==> src/rtl/pipe_ctrl_pkg.sv <==
// Shared pipeline definitions for the MIPS core: stall vector layout,
// stall masks and the sequencing controller state encoding.
package pipe_ctrl_pkg;

    localparam int STALL_W = 6;

    localparam int STALL_PC     = 0;
    localparam int STALL_IF_ID  = 1;
    localparam int STALL_ID_EX  = 2;
    localparam int STALL_EX_MEM = 3;
    localparam int STALL_MEM_WB = 4;
    localparam int STALL_REGS   = 5;

    localparam logic [STALL_W-1:0] STALL_NONE = '0;
    // Load-use hazard freezes everything upstream of EX.
    localparam logic [STALL_W-1:0] STALL_ID =
        (STALL_W'(1) << STALL_PC) | (STALL_W'(1) << STALL_IF_ID) | (STALL_W'(1) << STALL_ID_EX);
    localparam logic [STALL_W-1:0] STALL_EX = STALL_ID | (STALL_W'(1) << STALL_EX_MEM);
    localparam logic [STALL_W-1:0] STALL_ALL =
        STALL_EX | (STALL_W'(1) << STALL_MEM_WB) | (STALL_W'(1) << STALL_REGS);

    typedef enum logic [1:0] {
        IDLE    = 2'd0,
        MC_WAIT = 2'd1,
        FLUSH   = 2'd2
    } pc_state_e;

endpackage

==> src/rtl/pipe_ctrl.sv <==
// Pipeline sequencing controller: merges ID/EX stall requests, issues flush
// and multi-cycle abort pulses, watches multi-cycle ops, counts stall cycles.
module pipe_ctrl
    import pipe_ctrl_pkg::*;
#(
    parameter int MC_TIMEOUT = 64,
    parameter int CNT_W      = 16
) (
    input  logic               clk,
    input  logic               rst_n,
    input  logic               stallreq_id,
    input  logic               mc_start,
    input  logic               mc_done,
    input  logic               flush_req,
    output logic [STALL_W-1:0] stall,
    output logic               flush,
    output logic               mc_abort,
    output logic               mc_busy,
    output logic               timeout_err,
    output logic [CNT_W-1:0]   stall_cnt
);

    localparam logic [7:0] WD_LAST = 8'(MC_TIMEOUT - 1);

    function automatic logic [CNT_W-1:0] sat_inc(input logic [CNT_W-1:0] v);
        return (&v) ? v : v + {{(CNT_W-1){1'b0}}, 1'b1};
    endfunction

    pc_state_e  state_q, state_d;
    logic [7:0] wd_q;
    logic       abort_d;
    logic       timeout_d;

    always_ff @(posedge clk or negedge rst_n) begin
        if (!rst_n) begin
            state_q     <= IDLE;
            flush       <= 1'b0;
            mc_abort    <= 1'b0;
            timeout_err <= 1'b0;
            wd_q        <= '0;
            stall_cnt   <= '0;
        end else begin
            state_q     <= state_d;
            flush       <= (state_d == FLUSH);
            mc_abort    <= abort_d;
            timeout_err <= timeout_err | timeout_d;
            // Watchdog only runs inside MC_WAIT, so every entry starts from zero.
            wd_q        <= (state_q == MC_WAIT) ? wd_q + 8'd1 : 8'd0;
            if (stall[STALL_PC])
                stall_cnt <= sat_inc(stall_cnt);
        end
    end

    always_comb begin
        state_d   = state_q;
        abort_d   = 1'b0;
        timeout_d = 1'b0;
        case (state_q)
            IDLE: begin
                if (flush_req)
                    state_d = FLUSH;
                else if (mc_start && !mc_done)
                    state_d = MC_WAIT;
            end
            MC_WAIT: begin
                if (flush_req) begin
                    state_d = FLUSH;
                    abort_d = 1'b1;
                end else if (mc_done) begin
                    state_d = IDLE;
                end else if (wd_q == WD_LAST) begin
                    state_d   = FLUSH;
                    abort_d   = 1'b1;
                    timeout_d = 1'b1;
                end
            end
            FLUSH:   state_d = IDLE;
            default: state_d = IDLE;
        endcase
    end

    // Stall is combinational so the hold takes effect in the requesting cycle.
    always_comb begin
        stall = STALL_NONE;
        if (rst_n) begin
            case (state_q)
                IDLE: begin
                    if (!flush_req) begin
                        if (mc_start && !mc_done)
                            stall = STALL_EX;
                        else if (!mc_start && stallreq_id)
                            stall = STALL_ID;
                    end
                end
                MC_WAIT: begin
                    if (flush_req || !mc_done)
                        stall = STALL_EX;
                end
                default: stall = STALL_NONE;
            endcase
        end
    end

    assign mc_busy = (state_q == MC_WAIT);

endmodule

==> config.mk <==
export PLATFORM = sky130hd
export DESIGN_NAME = pipe_ctrl
export DESIGN_NICKNAME = d
export VERILOG_FILES = /design/src/rtl/pipe_ctrl_pkg.sv /design/src/rtl/pipe_ctrl.sv
export SDC_FILE = /design/constraint.sdc
export NUM_CORES = 1
export LEC_CHECK = 0
export BUFFER_PORTS_ARGS = -buffer_cell sky130_fd_sc_hd__buf_4
export CAP_MARGIN = 20
export CORE_MARGIN = 2
export CORE_UTILIZATION = 55
export CTS_BUF_LIST = sky130_fd_sc_hd__clkbuf_4
export CTS_CLUSTER_SIZE = 16
export DETAILED_ROUTE_END_ITERATION = 10
export PLACE_DENSITY = 0.85
export SYNTH_ARGS = -nofsm -noshare
export SYNTH_HDL_FRONTEND = slang
export SYNTH_SLANG_ARGS = --single-unit
==> constraint.sdc <==
create_clock -name clk -period 2.5 [get_ports clk]
set_input_delay 0 -clock clk [delete_from_list [all_inputs] [get_ports clk]]
set_output_delay 0 -clock clk [all_outputs]
set_load 0.01 [all_outputs]
# Word level (Yosys, flattened, before mapping)

Index checks and enable logic that the tools add are counted.

Add/sub/neg operators: 2
Multiply operators: 0
Div/mod/pow operators: 0
Order comparisons: 0
Eq/ne operators: 3
Shift operators: 0
Mux-type cells: 19
Bitwise operators: 2
Reduce and logical (&&, ||, !) cells: 8

Operator list:

| kind                  | count |
|---|---|
| $add 16x1->16 const B | 1 |
| $reduce_and 16->1     | 1 |
| $mux 4                | 3 |
| $pmux 6 s2            | 1 |
| $mux 2                | 5 |
| $add 8x1->8 const B   | 1 |
| $eq 8x6->1 const B    | 1 |
| $mux 8                | 1 |
| $mux 1                | 6 |
| $mux 6                | 1 |
| $pmux 2 s2            | 1 |
| $mux 3                | 1 |
| $eq 2x1->1 const B    | 1 |
| $eq 2x2->1 const B    | 1 |
| $logic_and 1x1->1     | 2 |
| $logic_not 1->1       | 2 |
| $logic_not 2->1       | 1 |
| $reduce_and 2->1      | 1 |
| $logic_or 1x1->1      | 1 |
| $not 1->1             | 1 |
| $or 1x1->1            | 1 |

Register bits after elaboration: 29
Latch bits: 0
Memory bits (writable): 0
Memory bits (read-only): 0
Bits of input ports: 6
Output and inout bits: 26
Logic and storage cells: 40
Memories: 0

# Depth between registers and ports, before layout

Depth in word-level cells: 8
Mapped depth: 7

# Worst setup path before layout

Ideal clock, no wire load.

Path type: reg2reg
From: register state_q[0]
To: register stall_cnt[8]
Library setup time: 126 ps
Arrival time: 1694 ps
Data required time: 2374 ps
Setup slack: 680 ps
Stages on the path, launching flop included: 7
Path buffers: 1
Period minus slack after synthesis: 1820 ps
Cells stage by stage: dfrtp_1 -> nor3_1 -> or4_4 -> a211oi_4 -> buf_6 -> nand4_1 -> xnor2_1

Word-level cells in the longest chain between the ends: 4
Elaborated cells between the ends (all ways): 5
Those cells by class: 1 x eq/ne; 2 x mux; 2 x reduce/logical

RTL lines:

| element                                       | RTL line        | source |
|---|---|---|
| start, declared                               | pipe_ctrl.sv:29 | `pc_state_e state_q, state_d;` |
| start signal, assigned                        | pipe_ctrl.sv:43 | `state_q <= state_d;` |
| $eq 2x1->1 or $logic_not 2->1 (tied branches) | pipe_ctrl.sv:86 | `case (state_q)` |
| $pmux 6 s2 *                                  | pipe_ctrl.sv:86 |  |
| $mux 6 *                                      | pipe_ctrl.sv:85 | `if (rst_n) begin` |
| $reduce_and 2->1 (no line) *                  | -               |  |
| end signal, assigned                          | pipe_ctrl.sv:50 | `stall_cnt <= sat_inc(stall_cnt);` |
| end, declared                                 | pipe_ctrl.sv:20 | `output logic [CNT_W-1:0] stall_cnt` |

Every way passes the cells marked *; elsewhere a longest branch is shown, timed or not.
A chain may end at the register's enable or synchronous reset.

# Final worst setup path

From: register state_q[0]
To: register stall_cnt[1]

Same word-level chain as after synthesis.

==> run_results.csv <==
group,metric,value,unit
logic_synthesis,synth.distinct_cells,31,
route,initialDrtViolationCount,17,
cells_and_area,diodes,0,
logic_synthesis,ys_ff_latch,29,
grt,busiest_layer,"met2",
cts,cts_buffers,5,
place,globalplace.congestion,0.7288,
grt,grt_max_degree,30,
grt,grtUsageTotal,0.2186,
die,core,0.002432,sq mm
critical_path,ff2ff_setup_slack,330,ps
timing,hold_viol,0,
logic_synthesis,yosysTopAreaCell,"dfrtp_1",
critical_path,r2r-start,"state_q[0]",
power,p_per_area,596.9,mW/mm^2
route,drc_errors,0,
critical_path,path_max_fanout,15,
logic_synthesis,netlist_area,0.001379,sq mm
power,p_leak,0.8055,nW
cells_and_area,regArea,725.7,sq um
critical_path,crit_type,"flip-flop to flip-flop",
cts,ctsRootBufferMaster,"clkbuf_4",
cts,cts_tree,"built",
logic_synthesis,yosysSeqAreaShare,0.5263,
logic_synthesis,synth_edf_count,0,
place,port_buffers,29,
critical_path,cp.arrival,2390,ps
timing,relSlewSlack,0.5909,
cts,clk_pin_slew,100,ps
die,die_area,0.002924,sq mm
route,firstDrtPassIters,4,
critical_path,required,2710,ps
status,outcome,"finished, final reports clean",
die,fp.dieH,54.07,microns
die,rows,18,
grt,first_global_vias,1026,
critical_path,cp-end-kind,"flip-flop",
power,ir_drop,651.6,uV
cts,htree_levels,2,
flow_run,maxCapViolCount,0,
logic_synthesis,synth_most_common_cell,"dfrtp_1",
min_path,worstHoldPathType,"primary input to asynchronous set/reset pin",
logic_synthesis,synth_area_leaders,"dfrtp_1, xnor2_1, nor2_1, xor2_1, nand3_1",
timing,fmax,460.8,MHz
grt,grt_first_pass_wirelength,4.436,mm
grt,antenna_found_initial,0,
cells_and_area,nets,173,
critical_path,reg2reg_depth,4,
critical_path,r2r_end,"stall_cnt[1]",
cts,clkSinkCount,29,
die,start_util,0.5669,
route,vias,1019,
timing,slew_violations,0,
power,power,1.012,mW
route,ant_nets,0,
route,wl_per_cell,13.41,microns
cells_and_area,layout-drive-gt1-share,0.2711,
die,ios,32,
cts,cts_buffer_depth,2,
logic_synthesis,syn_area_per_cell,10.69,sq um
logic_synthesis,ys_warn_count,0,
grt,grt_util_met3,0.08889,
critical_path,crit_path_start_kind,"flip-flop",
route,wl,2.629,mm
logic_synthesis,ys_top_cells_by_count,"dfrtp_1, xnor2_1, nor2_1",
timing,setup_violations,0,
grt,overflow,0,
cells_and_area,multi_input_area,596.8,sq um
cts,clock_latency,330,ps
logic_synthesis,synth_cells,129,
die,die_w,54.07,microns
place,dp_hpwl,1.882,mm
grt,gr-usage-met2,0.3699,
logic_synthesis,ys.flop_type,"dfrtp_1",
timing,worstMarginPinSlew,611.6,ps
cells_and_area,finish.utilization,0.6970,
cells_and_area,synthToLayoutAreaGrowth,22.96,%
timing,tns,0,ps
grt,use_met1,0.2478,
timing,rsz0062_at_grt,"no",
cts,cts_resized,0,
timing,fin_crit_sh,0.8681,
cells_and_area,fillCellCount,183,
timing,period_needed,2170,ps
timing,finClkSkew,12.79,ps
logic_synthesis,synth_top_area_frac,0.5263,
logic_synthesis,async_flop_share,1.000,
route,avgViaCountPerCell,5.199,
where the power goes:
group          total (mW)  internal [mW]  switching, mW
Sequential          0.552          0.508         0.0444
Clock               0.278          0.118          0.160
Combinational       0.182         0.0984         0.0833
layer usage:
metal | share of wire | vias up
li1 | - | 501
met1 | 0.42 | 484
met2 | 0.50 | 31
met3 | 0.062 | 3
met4 | 0.011 | 0
met5 | 0 | -
layout make-up:
| type | count | area share |
|---|---|---|
| multi-input combinational | 91 | 0.3520 |
| timing repair buffer | 34 | 0.1565 |
| clock inverter | 2 | 0.005904 |
| inverter | 4 | 0.008856 |
| clock buffer | 6 | 0.02657 |
| tap | 30 | 0.02214 |
| sequential | 29 | 0.4280 |
kinds of logic (layout without fill, tap and decap cells):
group	Yosys count	count (layout)	synth area share
AO/OA/AOI/OAI	8	8	0.04629
flip-flops	29	29	0.5263
multiplexers	2	2	0.01633
other	1	2	0.002720
adder cells (fa/ha/maj)	2	2	0.01815
buffers and inverters	10	46	0.04355
XOR/XNOR	20	20	0.1270
AND/OR/NAND/NOR	57	57	0.2196
sequential cells by signal (all words and copies together), names as in the netlist:
register     cells
flush            1
timeout_err      1
stall_cnt       16
mc_abort         1
state_q          2
wd_q             8
layout by cell type (no fill, tap or decap), types with 2 or more instances in the layout:
master | netlist | routed
dlygate4sd3_1 | 0 | 4
a21oi_1 | 2 | 2
buf_4 | 4 | 30
o21ai_0 | 2 | 2
nor3_1 | 2 | 2
nand4_1 | 6 | 6
ha_1 | 2 | 2
nand2_1 | 10 | 10
xor2_1 | 5 | 5
nand3_1 | 8 | 8
clkbuf_4 | 0 | 6
nor2b_1 | 3 | 3
and3_1 | 6 | 6
clkinv_2 | 0 | 2
dfrtp_1 | 29 | 29
nand2b_1 | 2 | 2
nor2_1 | 13 | 13
and4_1 | 2 | 2
mux2_2 | 2 | 2
inv_1 | 3 | 3
conb_1 | 1 | 2
xnor2_1 | 15 | 15
through the flow:
| step | hold WS (ps) | cell area, sq um | instances | worst slack [ps] |
|---|---|---|---|---|
| floorplan | -295.6 | 1383 | 130 | 679.5 |
| global placement | 38.38 | 1600 | 184 | 453.7 |
| detailed placement | 44.71 | 1600 | 184 | 375.7 |
| CTS | 223.9 | 1695 | 196 | 364.0 |
| global route | 229.4 | 1695 | 196 | 213.1 |
| finish | 217.2 | 1695 | 196 | 329.7 |
worst max-delay path by stage:
stage,from,to,slack [ps],depth (start not counted)
4_1_cts,state_q[0],stall_cnt[1],360,4
3_5_place_dp,state_q[0],stall_cnt[1],380,4
5_1_grt,state_q[0],stall_cnt[13],210,5
2_1_floorplan,state_q[0],stall_cnt[8],680,6
6_report,state_q[0],stall_cnt[1],330,4
3_3_place_gp,state_q[0],stall_cnt[1],450,4
timing repair:
item	in CTS	in global routing
hold buffers	4	0
hold endpoints to repair	32	0
setup buffers	0	0
endpoints found under the setup margin	0	0
worst max-delay path: stages (launching register included):
cell	delay, ps
dfrtp_1	470
nor3_1	100
or4_4	520
a211oi_4	560
mux2_2	400
(Power assumes the default switching activity.)
